===== src/rtl/rv_alu.sv =====
// RV32I integer ALU with a one-cycle registered result and valid strobe.
// Optional build macro RV_ALU_FLAGS_EN adds registered zero/carry/overflow flags.

package alu_fns_pkg;

  typedef enum logic [2:0] {
    FnAddSub = 3'b000,
    FnSll    = 3'b001,
    FnSlt    = 3'b010,
    FnSltu   = 3'b011,
    FnXor    = 3'b100,
    FnSrlSra = 3'b101,
    FnOr     = 3'b110,
    FnAnd    = 3'b111
  } alu_fn_t;

  typedef logic [6:0] funct7_t;

  localparam funct7_t F7AddSrl = 7'b0000000;
  localparam funct7_t F7SubSra = 7'b0100000;

endpackage

module rv_alu
  import alu_fns_pkg::*;
#(
  parameter int unsigned WIDTH = 32
) (
  input  logic             clk,
  input  logic             rst_n,
  input  logic             in_valid,
  input  alu_fn_t          fn,
  input  funct7_t          funct7,
  input  logic [WIDTH-1:0] a,
  input  logic [WIDTH-1:0] b,
  output logic [WIDTH-1:0] out,
  output logic             out_valid
`ifdef RV_ALU_FLAGS_EN
  ,
  output logic             zero,
  output logic             carry,
  output logic             overflow
`endif
);

  localparam int unsigned ShW = $clog2(WIDTH);

  logic             w_alt;
  logic [ShW-1:0]   w_shamt;
  logic             w_sub;
  logic [WIDTH-1:0] w_b_op;
  logic [WIDTH:0]   w_addsub;
  logic             w_lt_s;
  logic             w_lt_u;
  logic [WIDTH-1:0] w_result;
  logic             w_unused_funct7;

  logic [WIDTH-1:0] r_out;
  logic             r_valid;

  assign w_alt   = funct7[5];
  assign w_shamt = b[ShW-1:0];

  // Only bit 5 of funct7 selects a variant; the rest is architecturally ignored.
  assign w_unused_funct7 = ^{funct7[6], funct7[4:0]};

  // Subtract as a + ~b + 1 so the top bit of the sum is carry / not-borrow.
  assign w_sub    = w_alt;
  assign w_b_op   = w_sub ? ~b : b;
  assign w_addsub = {1'b0, a} + {1'b0, w_b_op} + {{WIDTH{1'b0}}, w_sub};

  assign w_lt_s = $signed(a) < $signed(b);
  assign w_lt_u = a < b;

  always_comb begin
    w_result = '0;
    case (fn)
      FnAddSub: w_result = w_addsub[WIDTH-1:0];
      FnSll:    w_result = a << w_shamt;
      FnSlt:    w_result = {{(WIDTH-1){1'b0}}, w_lt_s};
      FnSltu:   w_result = {{(WIDTH-1){1'b0}}, w_lt_u};
      FnXor:    w_result = a ^ b;
      FnSrlSra: w_result = w_alt ? $unsigned($signed(a) >>> w_shamt) : (a >> w_shamt);
      FnOr:     w_result = a | b;
      FnAnd:    w_result = a & b;
      default:  w_result = '0;
    endcase
  end

  always_ff @(posedge clk or negedge rst_n) begin
    if (!rst_n) begin
      r_out   <= '0;
      r_valid <= 1'b0;
    end else begin
      r_valid <= in_valid;
      if (in_valid) begin
        r_out <= w_result;
      end
    end
  end

  assign out       = r_out;
  assign out_valid = r_valid;

`ifdef RV_ALU_FLAGS_EN
  logic w_is_addsub;
  logic w_zero;
  logic w_carry;
  logic w_ovf;
  logic r_zero;
  logic r_carry;
  logic r_ovf;

  assign w_is_addsub = (fn == FnAddSub);
  assign w_zero      = (w_result == '0);
  assign w_carry     = w_is_addsub & w_addsub[WIDTH];
  // Signed overflow: operands (after inversion for subtract) agree in sign, result does not.
  assign w_ovf       = w_is_addsub & (a[WIDTH-1] == w_b_op[WIDTH-1])
                                   & (w_addsub[WIDTH-1] != a[WIDTH-1]);

  always_ff @(posedge clk or negedge rst_n) begin
    if (!rst_n) begin
      r_zero  <= 1'b0;
      r_carry <= 1'b0;
      r_ovf   <= 1'b0;
    end else if (in_valid) begin
      r_zero  <= w_zero;
      r_carry <= w_carry;
      r_ovf   <= w_ovf;
    end
  end

  assign zero     = r_zero;
  assign carry    = r_carry;
  assign overflow = r_ovf;
`endif

endmodule


===== config.mk =====
export PLATFORM = sky130hd
export DESIGN_NAME = rv_alu
export DESIGN_NICKNAME = d
export VERILOG_FILES = /design/src/rtl/rv_alu.sv
export SDC_FILE = /design/constraint.sdc
export NUM_CORES = 1
export LEC_CHECK = 0
export BUFFER_PORTS_ARGS = -buffer_cell sky130_fd_sc_hd__buf_2
export CORE_ASPECT_RATIO = 1.25
export CORE_MARGIN = 2
export CORE_UTILIZATION = 60
export CTS_CLUSTER_DIAMETER = 120
export DETAILED_ROUTE_END_ITERATION = 12
export PLACE_DENSITY = 0.84
export SKIP_LAST_GASP = 1
export SYNTH_ARGS = -nofsm -noshare
export SYNTH_HDL_FRONTEND = slang
export SYNTH_SLANG_ARGS = --single-unit
export TNS_END_PERCENT = 30

===== constraint.sdc =====
create_clock -name clk -period 1.7 [get_ports clk]
set_clock_uncertainty 0.1 [all_clocks]
set_input_delay 0.17 -clock clk [delete_from_list [all_inputs] [get_ports clk]]
set_output_delay 0.17 -clock clk [all_outputs]
set_load 0.01 [all_outputs]

==> flow_metrics.py, run 1 <==
metrics = {
    "run_status": {
        "result_of_the_run": "did not finish",
        "failed_stage": "global routing (5_1_grt)",
        "error_msg": "[ERROR GRT-0116] Global routing finished with congestion. Check the congestion regions in the DRC Viewer.",
    },
    "global_routing": {
        "global_route_wire_length_before_repair_mm": 101,
        "grt.total_usage_pct": 80.3,
        "grt_overflow_total": 222,
        "number_of_global_route_vias_before_repair": 15900,
        "grt_max_degree": 68,
    },
    "floorplanning": {
        "die_width_um": 115,
        "initial_core_util_pct": 61.4,
        "fp.dieH_um": 143,
        "placementRows": 50,
        "boundaryPins": 110,
    },
    "cts": {
        "clock_tree.buffer_depth": 2,
        "ctsRootBufferMaster": "sky130_fd_sc_hd__clkbuf_16",
        "clock_sinks": 33,
        "htree_num_levels": 2,
        "number_of_clock_buffers_inserted_by_tritoncts": 5,
    },
    "synth": {
        "synthesis.yosys.warnings": 0,
        "synth.most_common_cell": "sky130_fd_sc_hd__nor2_1",
        "net_count_of_the_mapped_netlist": 1449,
        "synth.cell_area_um2": 9220,
        "share_of_flip_flops_with_an_asynchronous_set_or_reset_pct": 100,
        "synth.ff_latch_count": 33,
        "synthDistinctLibCells": 70,
        "synth.area.top_cells": "sky130_fd_sc_hd__ha_1 17%, sky130_fd_sc_hd__mux4_2 9.8%, sky130_fd_sc_hd__dfrtp_1 9.0%",
        "number_of_enable_type_register_cells_in_the_synthesized_netlist": 0,
        "synthTopCellsByCount": "161 x sky130_fd_sc_hd__nor2_1, 127 x sky130_fd_sc_hd__ha_1, 115 x sky130_fd_sc_hd__o21ai_0",
        "synth_top_area_share_pct": 17.2,
        "synth-main-ff-cell": "sky130_fd_sc_hd__dfrtp_1",
        "avgSynthCellArea_um2": 7.41,
        "synthesis.instances": 1244,
        "yosysSeqAreaShare_pct": 8.96,
        "synth_top_area_cell": "sky130_fd_sc_hd__ha_1",
    },
    "placement": {
        "port_buffers": 103,
        "dp_hpwl_mm": 37.1,
        "gp_congestion": 1.30,
    },
}
-- kinds of logic after synthesis --
group / after synthesis / synth area share (%)
flip-flops: 33 / 8.96
buffers and inverters: 181 / 7.87
AND/OR/NAND/NOR: 354 / 16.9
adder cells (fa/ha/maj): 128 / 17.5
multiplexers: 99 / 16.5
AO/OA/AOI/OAI: 398 / 27.5
XOR/XNOR: 51 / 4.84
-- per-layer routing --
| metal | track usage [%] | GRT overflow |
|---|---|---|
| met1 | 79.0 | 1 |
| met2 | 95.7 | 116 |
| met3 | 67.2 | 9 |
| met4 | 82.2 | 94 |
| met5 | 27.6 | 2 |
-- per-stage QoR --
step | worst slack (ps) | utilization, % | TNS [ps] | std cells | instance area [µm²]
3_3_place_gp | -1170 | 84.8 | -32020 | 1833 | 12700
3_5_place_dp | -1460 | 84.8 | -37390 | 1833 | 12700
4_1_cts | -1060 | 88.0 | -26920 | 1852 | 13200
2_1_floorplan | -1150 | - | -26570 | 1244 | 9420
-- timing repair --
action,in CTS
setup buffers,8
hold buffers,1
cloned,2
gates resized for setup,45
pin swaps,28
endpoints found under the setup margin,32
endpoints found under the hold margin,33
==> run 2, diff against run 1 <==
--- a/config.mk
+++ b/config.mk
@@ -6,12 +6,10 @@
 export NUM_CORES = 1
 export LEC_CHECK = 0
 export BUFFER_PORTS_ARGS = -buffer_cell sky130_fd_sc_hd__buf_2
-export CORE_ASPECT_RATIO = 1.25
 export CORE_MARGIN = 2
-export CORE_UTILIZATION = 60
-export CTS_CLUSTER_DIAMETER = 120
+export CORE_UTILIZATION = 40
 export DETAILED_ROUTE_END_ITERATION = 12
-export PLACE_DENSITY = 0.84
+export PLACE_DENSITY_LB_ADDON = 0.15
 export SKIP_LAST_GASP = 1
 export SYNTH_ARGS = -nofsm -noshare
 export SYNTH_HDL_FRONTEND = slang
==> flow_metrics.py, run 2 <==
metrics = {
    "run_status": {
        "result_of_the_run": "finished with violations",
        "violations": "negative setup slack",
    },
    "global_routing": {
        "grt_max_degree": 68,
        "grt.total_usage_pct": 38.4,
        "global_route_wire_length_before_repair_mm": 69.1,
        "initial_antenna_violation_count": 1,
        "grt_overflow_total": 0,
        "number_of_global_route_vias_before_repair": 11300,
    },
    "worst_setup_path": {
        "timing.setup.critical_path_class": "input port to flip-flop",
        "r2r_end": "out[0]",
        "worst_path_most_repeated_cell": "sky130_fd_sc_hd__buf_12",
        "cpLargestDelayFamily": "compound AO/OA/AOI/OAI gates",
        "timing.reg2reg.worst_path_depth": 4,
        "timing.critical_path.arrival_ps": 2720,
        "critical-path-slowest-cell": "sky130_fd_sc_hd__ha_2",
        "path_buf_inv": 2,
        "cp_cell_sequence": "buf_12 > buf_12 > xor2_1 > ha_2 > a211oi_2 > or2_4 > a211oi_4 > o21ai_2 > nand2_2 > a311o_1 > mux2_4 > o21ai_1 > a31oi_1",
        "crit_path_start_kind": "input port",
        "rrSetupSlack_ps": 220,
        "critical_path_peak_fanout": 7,
        "cp_num_cells": 13,
        "worst_ep_required_time_ps": 1750,
        "timing.critical_path.to_type": "flip-flop",
        "critical-path-max-stage-delay_ps": 400,
        "worst_r2r_startpoint": "out[0]",
    },
    "sta": {
        "finalCritPeriodShare_pct": 157,
        "fin_crit_ps": 2670,
        "final_critical_path_setup_slack_ps": -966,
        "fmax_mhz": 375,
        "rsz_0062_raised_after_global_routing": "true",
        "hold_violations_final": 0,
        "fin_setup_tns_ps": -25650,
        "max_slew_violation_count": 0,
        "setup_viol": 32,
        "timing.slew.headroom_pct": 51.8,
        "worstMarginPinSlew_ps": 715,
    },
    "floorplanning": {
        "boundaryPins": 110,
        "placementRows": 55,
        "fp.dieH_um": 156,
        "dieArea_um2": 24300,
        "die_width_um": 156,
        "floorplan.core_area_um2": 22600,
        "initial_core_util_pct": 40.7,
    },
    "detailed_routing": {
        "ant_nets_after_route": 0,
        "dr_total_vias": 12000,
        "vias_per_cell": 5.95,
        "firstDrtPassIters": 5,
        "drt-initial-drc-count": 1170,
        "routed_length_per_placed_instance_um": 23.4,
        "dr_drc_count": 0,
        "route.final.wire_length_mm": 47.1,
    },
    "synth": {
        "synth_top_family_by_area": "compound AO/OA/AOI/OAI gates",
        "yosysSeqAreaShare_pct": 8.96,
        "synth.cell_area_um2": 9220,
        "synth-xor-area-share_pct": 4.84,
        "synthTopCellsByCount": "161 x sky130_fd_sc_hd__nor2_1, 127 x sky130_fd_sc_hd__ha_1, 115 x sky130_fd_sc_hd__o21ai_0",
        "synth.area.top_cells": "sky130_fd_sc_hd__ha_1 17%, sky130_fd_sc_hd__mux4_2 9.8%, sky130_fd_sc_hd__dfrtp_1 9.0%",
        "synthesis.instances": 1244,
        "synth.ff_latch_count": 33,
        "synth.most_common_cell": "sky130_fd_sc_hd__nor2_1",
        "synth_top_area_cell": "sky130_fd_sc_hd__ha_1",
        "number_of_enable_type_register_cells_in_the_synthesized_netlist": 0,
        "synth-simple-area-share_pct": 16.9,
        "synthDistinctLibCells": 70,
        "mux_share_of_post_synthesis_cell_area_pct": 16.5,
        "synth_compound_area_share_pct": 27.5,
        "net_count_of_the_mapped_netlist": 1449,
        "synthesis.yosys.warnings": 0,
        "synth_top_area_share_pct": 17.2,
        "synth-main-ff-cell": "sky130_fd_sc_hd__dfrtp_1",
        "share_of_flip_flops_with_an_asynchronous_set_or_reset_pct": 100,
        "avgSynthCellArea_um2": 7.41,
        "synth_fa_ha_area_share_pct": 17.5,
    },
    "cts": {
        "ctsRootBufferMaster": "sky130_fd_sc_hd__clkbuf_16",
        "htree_num_levels": 2,
        "clock_tree.buffer_depth": 2,
        "insertion_delay_ps": 280,
        "number_of_clock_buffers_inserted_by_tritoncts": 5,
        "clock_sinks": 33,
        "path_clk_slew_ps": 50,
        "tritoncts": "yes",
    },
    "placement": {
        "gp_congestion": 1.08,
        "postPlaceCellArea_um2": 13300,
        "post-place-ws_ps": -1370,
        "port_buffers": 103,
        "place.detailed.instances": 1992,
        "dp_hpwl_mm": 39.5,
    },
    "pwr": {
        "pwr_density_cell_nw_per_um2": 510,
        "power.leakage_nw": 6.88,
        "ir_drop_uv": 336,
    },
    "finish": {
        "final_nets": 1934,
        "regArea_um2": 826,
        "largest_reg_flops": 32,
        "nFillCells": 2138,
        "postLayoutCellArea_um2": 14000,
        "commonest_non_fill_non_tap_cells_in_the_layout": "430 x sky130_fd_sc_hd__buf_4, 158 x sky130_fd_sc_hd__nor2_1, 120 x sky130_fd_sc_hd__ha_1",
        "mostFrequentLayoutCell": "sky130_fd_sc_hd__buf_4",
        "layout_cells_sized_above_1_pct": 39.6,
        "multiInputGateArea_um2": 8060,
        "final-instance-count-excl-fill": 2014,
        "insertedDiodeCount": 0,
        "synthToLayoutAreaGrowth_pct": 51.9,
    },
    "hold_path": {
        "whs_endpoint": "out_valid",
        "worstHoldPathCells": 2,
        "hold_path.startpoint": "in_valid",
        "hold_path_class": "input port to flip-flop",
    },
    "run": {
        "timing.max_cap.violations": 0,
    },
}
-- run 2: routing by layer --
metal	GRT usage [%]	wire length (µm)
met5	0	13
met4	14.0	2050
met3	5.81	3830
met2	63.7	21800
met1	50.5	19500
-- run 2: where the power goes --
part           total, mW  internal [mW]  leakage [nW]  switching, mW
clock              0.931          0.576        0.0700          0.355
combinational       5.24           2.46          6.41           2.78
sequential         0.978          0.898         0.397         0.0798
total               7.15           3.94          6.88           3.21
-- run 2: worst max-delay path by stage --
stage	end	slack (ps)	from
2_1_floorplan	out[31]	-1150	b[2]
3_3_place_gp	out[31]	-1320	funct7[5]
3_5_place_dp	out[31]	-1370	funct7[5]
4_1_cts	out[31]	-900	funct7[5]
5_1_grt	out[31]	-1090	funct7[5]
6_report	out[29]	-970	funct7[5]
-- run 2: logic make-up after synthesis --
logic type,Yosys count
and+or+nand+nor,354
DFF,33
xor gates and xnor gates,51
muxes,99
adders and majority gates,128
buffers and inverters,181
AOI/OAI and AO/OA,398
-- run 2: through the flow --
step	hold slack, ps	total power, mW	util [%]
floorplan	-226	3.28	-
global placement	139	5.78	58.9
detailed placement	141	5.82	58.9
CTS	294	6.89	60.6
global route	305	7.53	61.9
finish	323	7.15	61.9
-- run 2: area by class of cell --
class / instances / share of cell area [%]
inverter: 103 / 2.76
tap: 285 / 2.55
timing repair buffer: 556 / 30.2
sequential: 33 / 5.90
clock buffer: 7 / 1.02
multi-input combinational: 1030 / 57.6
-- run 2: timing repair --
action,4_1_cts,5_1_grt
cloned,1,0
endpoints found under the hold margin,33,0
endpoints found under the setup margin,32,32
buffers inserted,8,5
hold buffers,1,0
pin swaps,29,32
resized for setup,34,58
No activity file was read; power rests on OpenSTA's default activity.
==> run 3, diff against run 2 <==
--- a/config.mk
+++ b/config.mk
@@ -5,10 +5,10 @@
 export SDC_FILE = /design/constraint.sdc
 export NUM_CORES = 1
 export LEC_CHECK = 0
-export BUFFER_PORTS_ARGS = -buffer_cell sky130_fd_sc_hd__buf_2
 export CORE_MARGIN = 2
 export CORE_UTILIZATION = 40
 export DETAILED_ROUTE_END_ITERATION = 12
+export DONT_BUFFER_PORTS = 1
 export PLACE_DENSITY_LB_ADDON = 0.15
 export SKIP_LAST_GASP = 1
 export SYNTH_ARGS = -nofsm -noshare
==> flow_metrics.py, run 3 (synthesized netlist as in run 2, its figures left out) <==
metrics = {
    "placement": {
        "dp_hpwl_mm": 34.5,
        "port_buffers": 0,
        "gp_congestion": 1.02,
    },
    "sta": {
        "setup_viol": 32,
        "finalCritPeriodShare_pct": 144,
        "final_critical_path_setup_slack_ps": -753,
        "fin_setup_tns_ps": -17030,
        "hold_violations_final": 0,
        "max_slew_violation_count": 0,
        "timing.slew.headroom_pct": 49.4,
        "worstMarginPinSlew_ps": 751,
        "fin_crit_ps": 2450,
        "rsz_0062_raised_after_global_routing": "true",
        "fmax_mhz": 408,
    },
    "cts": {
        "tritoncts": "yes",
        "path_clk_slew_ps": 60,
        "clock_sinks": 33,
        "ctsRootBufferMaster": "sky130_fd_sc_hd__clkbuf_16",
        "htree_num_levels": 2,
        "clock_tree.buffer_depth": 2,
        "number_of_clock_buffers_inserted_by_tritoncts": 5,
        "insertion_delay_ps": 280,
    },
    "run_status": {
        "violations": "negative setup slack",
        "result_of_the_run": "finished with violations",
    },
    "finish": {
        "multiInputGateArea_um2": 7920,
        "nFillCells": 2272,
        "finalCoreUtilization_pct": 53.3,
        "insertedDiodeCount": 0,
        "final_nets": 1686,
        "synthToLayoutAreaGrowth_pct": 30.8,
        "layout_cells_sized_above_1_pct": 27.7,
        "regArea_um2": 826,
        "largest_reg_flops": 32,
        "mostFrequentLayoutCell": "sky130_fd_sc_hd__buf_4",
        "commonest_non_fill_non_tap_cells_in_the_layout": "298 x sky130_fd_sc_hd__buf_4, 159 x sky130_fd_sc_hd__nor2_1, 127 x sky130_fd_sc_hd__ha_1",
    },
    "floorplanning": {
        "floorplan.core_area_um2": 22600,
        "initial_core_util_pct": 40.7,
        "placementRows": 55,
        "dieArea_um2": 24300,
        "boundaryPins": 110,
        "fp.dieH_um": 156,
        "die_width_um": 156,
    },
    "global_routing": {
        "global_route_wire_length_before_repair_mm": 63.7,
        "grt_overflow_total": 0,
        "initial_antenna_violation_count": 0,
        "grt_max_degree": 91,
        "grt.total_usage_pct": 35.0,
        "number_of_global_route_vias_before_repair": 10300,
    },
    "pwr": {
        "ir_drop_uv": 407,
        "power.leakage_nw": 5.70,
        "pwr_density_cell_nw_per_um2": 515,
    },
    "detailed_routing": {
        "dr_drc_count": 0,
        "routed_length_per_placed_instance_um": 24.5,
        "ant_nets_after_route": 0,
        "route.final.wire_length_mm": 43.2,
        "dr_total_vias": 10700,
        "drt-initial-drc-count": 982,
        "firstDrtPassIters": 5,
        "vias_per_cell": 6.05,
    },
    "hold_path": {
        "hold_path_class": "input port to flip-flop",
        "worstHoldPathCells": 1,
    },
    "worst_setup_path": {
        "timing.reg2reg.worst_path_depth": 4,
        "crit_path_start_kind": "input port",
        "timing.critical_path.to_type": "flip-flop",
        "timing.setup.critical_path_class": "input port to flip-flop",
        "timing.critical_path.arrival_ps": 2550,
        "worst_ep_required_time_ps": 1800,
        "critical_path_peak_fanout": 40,
    },
    "run": {
        "timing.max_cap.violations": 0,
    },
}
[run 3: layout make-up]
cell class	count	share of cell area, %
clock buffer	5	1.04
clock inverter	3	0.384
inverter	103	3.21
multi-input combinational	1030	65.7
sequential	33	6.85
tap	285	2.96
timing repair buffer	308	19.9
[run 3: path summary, 6_finish.rpt]
check	slack [ps]	from	endpoint
worst max-delay path	-750	funct7[5]	out[31]
worst min-delay path	1	in_valid	out_valid
worst max register to register	230	out[0]	out[0]
worst min register to register	440	out[4]	out[4]
max in group asynchronous	1080	rst_n	out[11]
min in group asynchronous	230	rst_n	out[2]
[run 3: report_power, final]
| group | switching [mW] | internal, mW | leakage (nW) |
|---|---|---|---|
| clock | 0.380 | 0.694 | 0.0800 |
| combinational | 2.08 | 1.99 | 5.23 |
| sequential | 0.157 | 0.898 | 0.397 |
| total | 2.62 | 3.58 | 5.70 |
[run 3: worst max-delay path, stage by stage]
cell and delay, ps:
sky130_fd_sc_hd__xor2_1 160, sky130_fd_sc_hd__ha_1 340, sky130_fd_sc_hd__a21o_1 200, sky130_fd_sc_hd__a21oi_2 180, sky130_fd_sc_hd__o221ai_4 160, sky130_fd_sc_hd__o21ai_2 210
sky130_fd_sc_hd__nand2_2 90, sky130_fd_sc_hd__a311o_2 390, sky130_fd_sc_hd__a311o_1 300, sky130_fd_sc_hd__and3b_1 170, sky130_fd_sc_hd__nor3_1 130
[run 3: what timing repair did]
| item | CTS | global route |
|---|---|---|
| pin swaps | 29 | 36 |
| gates resized for setup | 19 | 21 |
| hold buffers | 4 | 0 |
| endpoints found under the setup margin | 32 | 32 |
| buffers inserted | 12 | 4 |
| endpoints found under the hold margin | 65 | 0 |
[run 3: routing by layer]
layer	part of all wire [%]	wire (µm)	global-route usage, %	vias up
met5	0	0	0	-
met3	8.5	3680	6.03	107
met2	43	18500	54.0	508
li1	-	-	-	4993
met4	6.3	2710	17.4	0
met1	42	18300	47.3	5081
[run 3: metrics by stage]
stage | cell area, µm² | std cells | hold WS, ps | setup WS [ps] | power [mW]
global placement | 11500 | 1740 | -225 | -989 | 4.81
CTS | 11900 | 1764 | 3.01 | -709 | 6.03
global route | 12100 | 1767 | 3.61 | -800 | 6.56
detailed placement | 11500 | 1740 | -225 | -1030 | 4.82
floorplan | 9420 | 1244 | -226 | -1150 | 3.28
finish | 12100 | 1767 | 1.30 | -753 | 6.20
==> run 4, diff against run 3 <==
--- a/config.mk
+++ b/config.mk
@@ -5,11 +5,15 @@
 export SDC_FILE = /design/constraint.sdc
 export NUM_CORES = 1
 export LEC_CHECK = 0
+export CAP_MARGIN = 40
+export CELL_PAD_IN_SITES_DETAIL_PLACEMENT = 0
+export CELL_PAD_IN_SITES_GLOBAL_PLACEMENT = 1
 export CORE_MARGIN = 2
 export CORE_UTILIZATION = 40
 export DETAILED_ROUTE_END_ITERATION = 12
 export DONT_BUFFER_PORTS = 1
 export PLACE_DENSITY_LB_ADDON = 0.15
+export SETUP_SLACK_MARGIN = 0.05
 export SKIP_LAST_GASP = 1
 export SYNTH_ARGS = -nofsm -noshare
 export SYNTH_HDL_FRONTEND = slang
==> flow_metrics.py, run 4 (synthesized netlist as in run 2, its figures left out) <==
metrics = {
    "run_status": {
        "result_of_the_run": "finished with violations",
        "violations": "negative setup slack",
    },
    "cts": {
        "insertion_delay_ps": 280,
        "clock_tree.buffer_depth": 2,
        "path_clk_slew_ps": 60,
        "clock_sinks": 33,
        "tritoncts": "yes",
        "htree_num_levels": 2,
        "number_of_clock_buffers_inserted_by_tritoncts": 5,
        "ctsRootBufferMaster": "sky130_fd_sc_hd__clkbuf_16",
    },
    "floorplanning": {
        "initial_core_util_pct": 40.7,
        "floorplan.core_area_um2": 22600,
        "boundaryPins": 110,
        "dieArea_um2": 24300,
        "placementRows": 55,
        "fp.dieH_um": 156,
        "die_width_um": 156,
    },
    "placement": {
        "port_buffers": 0,
        "dp_hpwl_mm": 35.6,
        "postPlaceCellArea_um2": 11600,
        "gp_congestion": 0.983,
    },
    "finish": {
        "largest_reg_flops": 32,
        "synthToLayoutAreaGrowth_pct": 32.1,
        "nFillCells": 2228,
        "insertedDiodeCount": 0,
        "commonest_non_fill_non_tap_cells_in_the_layout": "306 x sky130_fd_sc_hd__buf_4, 160 x sky130_fd_sc_hd__nor2_1, 122 x sky130_fd_sc_hd__ha_1",
        "mostFrequentLayoutCell": "sky130_fd_sc_hd__buf_4",
        "final_nets": 1697,
        "layout_cells_sized_above_1_pct": 28.8,
        "postLayoutCellArea_um2": 12200,
    },
    "global_routing": {
        "global_route_wire_length_before_repair_mm": 65.2,
        "number_of_global_route_vias_before_repair": 10200,
        "grt_max_degree": 91,
        "grt_overflow_total": 0,
        "initial_antenna_violation_count": 0,
        "grt.total_usage_pct": 36.1,
    },
    "worst_setup_path": {
        "cpLargestDelayFamily": "compound AO/OA/AOI/OAI gates",
        "path_buf_inv": 1,
        "critical-path-slowest-cell": "sky130_fd_sc_hd__fa_2",
        "timing.critical_path.arrival_ps": 2400,
        "critical_path_peak_fanout": 71,
        "cp_cell_sequence": "mux2_4 > fa_2 > a211oi_4 > o21ai_2 > nand4_1 > a211oi_2 > o21bai_1 > buf_4 > a31oi_4 > xnor2_1 > o211ai_1 > o21ai_1",
        "rrSetupSlack_ps": 250,
        "critical-path-max-stage-delay_ps": 380,
        "crit_path_start_kind": "input port",
        "worst_ep_required_time_ps": 1760,
        "timing.setup.critical_path_class": "input port to flip-flop",
        "timing.critical_path.to_type": "flip-flop",
    },
    "sta": {
        "final_critical_path_setup_slack_ps": -634,
        "fin_setup_tns_ps": -15280,
        "timing.slew.headroom_pct": 47.4,
        "setup_viol": 32,
        "worstMarginPinSlew_ps": 781,
        "fmax_mhz": 429,
        "hold_violations_final": 0,
        "max_slew_violation_count": 0,
        "finalCritPeriodShare_pct": 137,
        "holdWs_ps": 13.2,
        "fin_crit_ps": 2330,
        "rsz_0062_raised_after_global_routing": "true",
    },
    "pwr": {
        "power.leakage_nw": 5.75,
        "ir_drop_uv": 354,
        "fin_total_pwr_mw": 6.04,
        "power.switching_fraction_pct": 42.8,
        "comb_power_share_pct": 67.5,
        "pwr_density_cell_nw_per_um2": 496,
        "seq_power_share_pct": 17.7,
        "pwr-share-clk_pct": 14.9,
        "intPower_mw": 3.45,
        "reported_net_switching_power_mw": 2.59,
    },
    "detailed_routing": {
        "ant_nets_after_route": 0,
        "firstDrtPassIters": 6,
        "vias_per_cell": 6.01,
        "routed_length_per_placed_instance_um": 25.1,
        "dr_total_vias": 10700,
        "dr_drc_count": 0,
        "drt-initial-drc-count": 1002,
        "route.final.wire_length_mm": 44.6,
    },
    "hold_path": {
        "hold_path_class": "input port to flip-flop",
    },
    "run": {
        "timing.max_cap.violations": 0,
    },
}
==> run 4: power groups by stage <==
stage	Clock (mW)	Sequential (mW)	Combinational, mW
floorplan	0	1.02	2.25
global placement	0	1.08	3.72
detailed placement	0	1.08	3.73
CTS	0.891	1.07	3.84
global route	0.931	1.08	4.38
finish	0.897	1.07	4.07
==> run 4: worst paths after layout <==
kind,cells after the start,endpoint,start
worst max register to register,4,out[0],out[0]
worst min-delay path,1,out_valid,in_valid
min in group asynchronous,2,out[4],rst_n
worst max-delay path,12,out[28],b[0]
max in group asynchronous,2,out[16],rst_n
worst min register to register,1,out[4],out[4]
==> run 4: cell type report <==
| type | count | area (µm²) | area share (%) |
|---|---|---|---|
| Sequential cell | 33 | 826 | 6.78 |
| Tap cell | 285 | 357 | 2.93 |
| Clock buffer | 5 | 125 | 1.03 |
| Clock inverter | 3 | 17.5 | 0.144 |
| Inverter | 103 | 387 | 3.17 |
| Multi-Input combinational cell | 1030 | 7960 | 65.3 |
| Timing Repair Buffer | 319 | 2510 | 20.6 |
==> run 4: metal layers <==
metal	GRT usage, %	vias to the layer above	wire length, µm
li1	-	5017	-
met1	49.7	5141	19600
met2	55.7	456	19400
met3	7.22	68	3630
met4	13.9	0	1990
met5	0	-	0
==> run 4: worst register-to-register path, delay by kind of cell (launching register included) <==
kind	cells	cell delay [ps]
simple gates	2	460
flops	1	380
compound gates	2	400
==> run 4: repair_timing <==
action                                 CTS  global route
gates cloned                             0             0
pin swaps                               14            31
hold buffers                             5             0
resized for setup                       18            28
setup buffers                            2            12
endpoints found under the hold margin   65             0
setup endpoints to repair               32            32
==> run 4: stage by stage <==
| stage | setup WS, ps | instances | util, % |
|---|---|---|---|
| floorplan | -1150 | 1244 | - |
| global placement | -978 | 1751 | 51.4 |
| detailed placement | -963 | 1751 | 51.4 |
| CTS | -666 | 1766 | 52.7 |
| global route | -710 | 1778 | 53.8 |
| finish | -634 | 1778 | 53.8 |
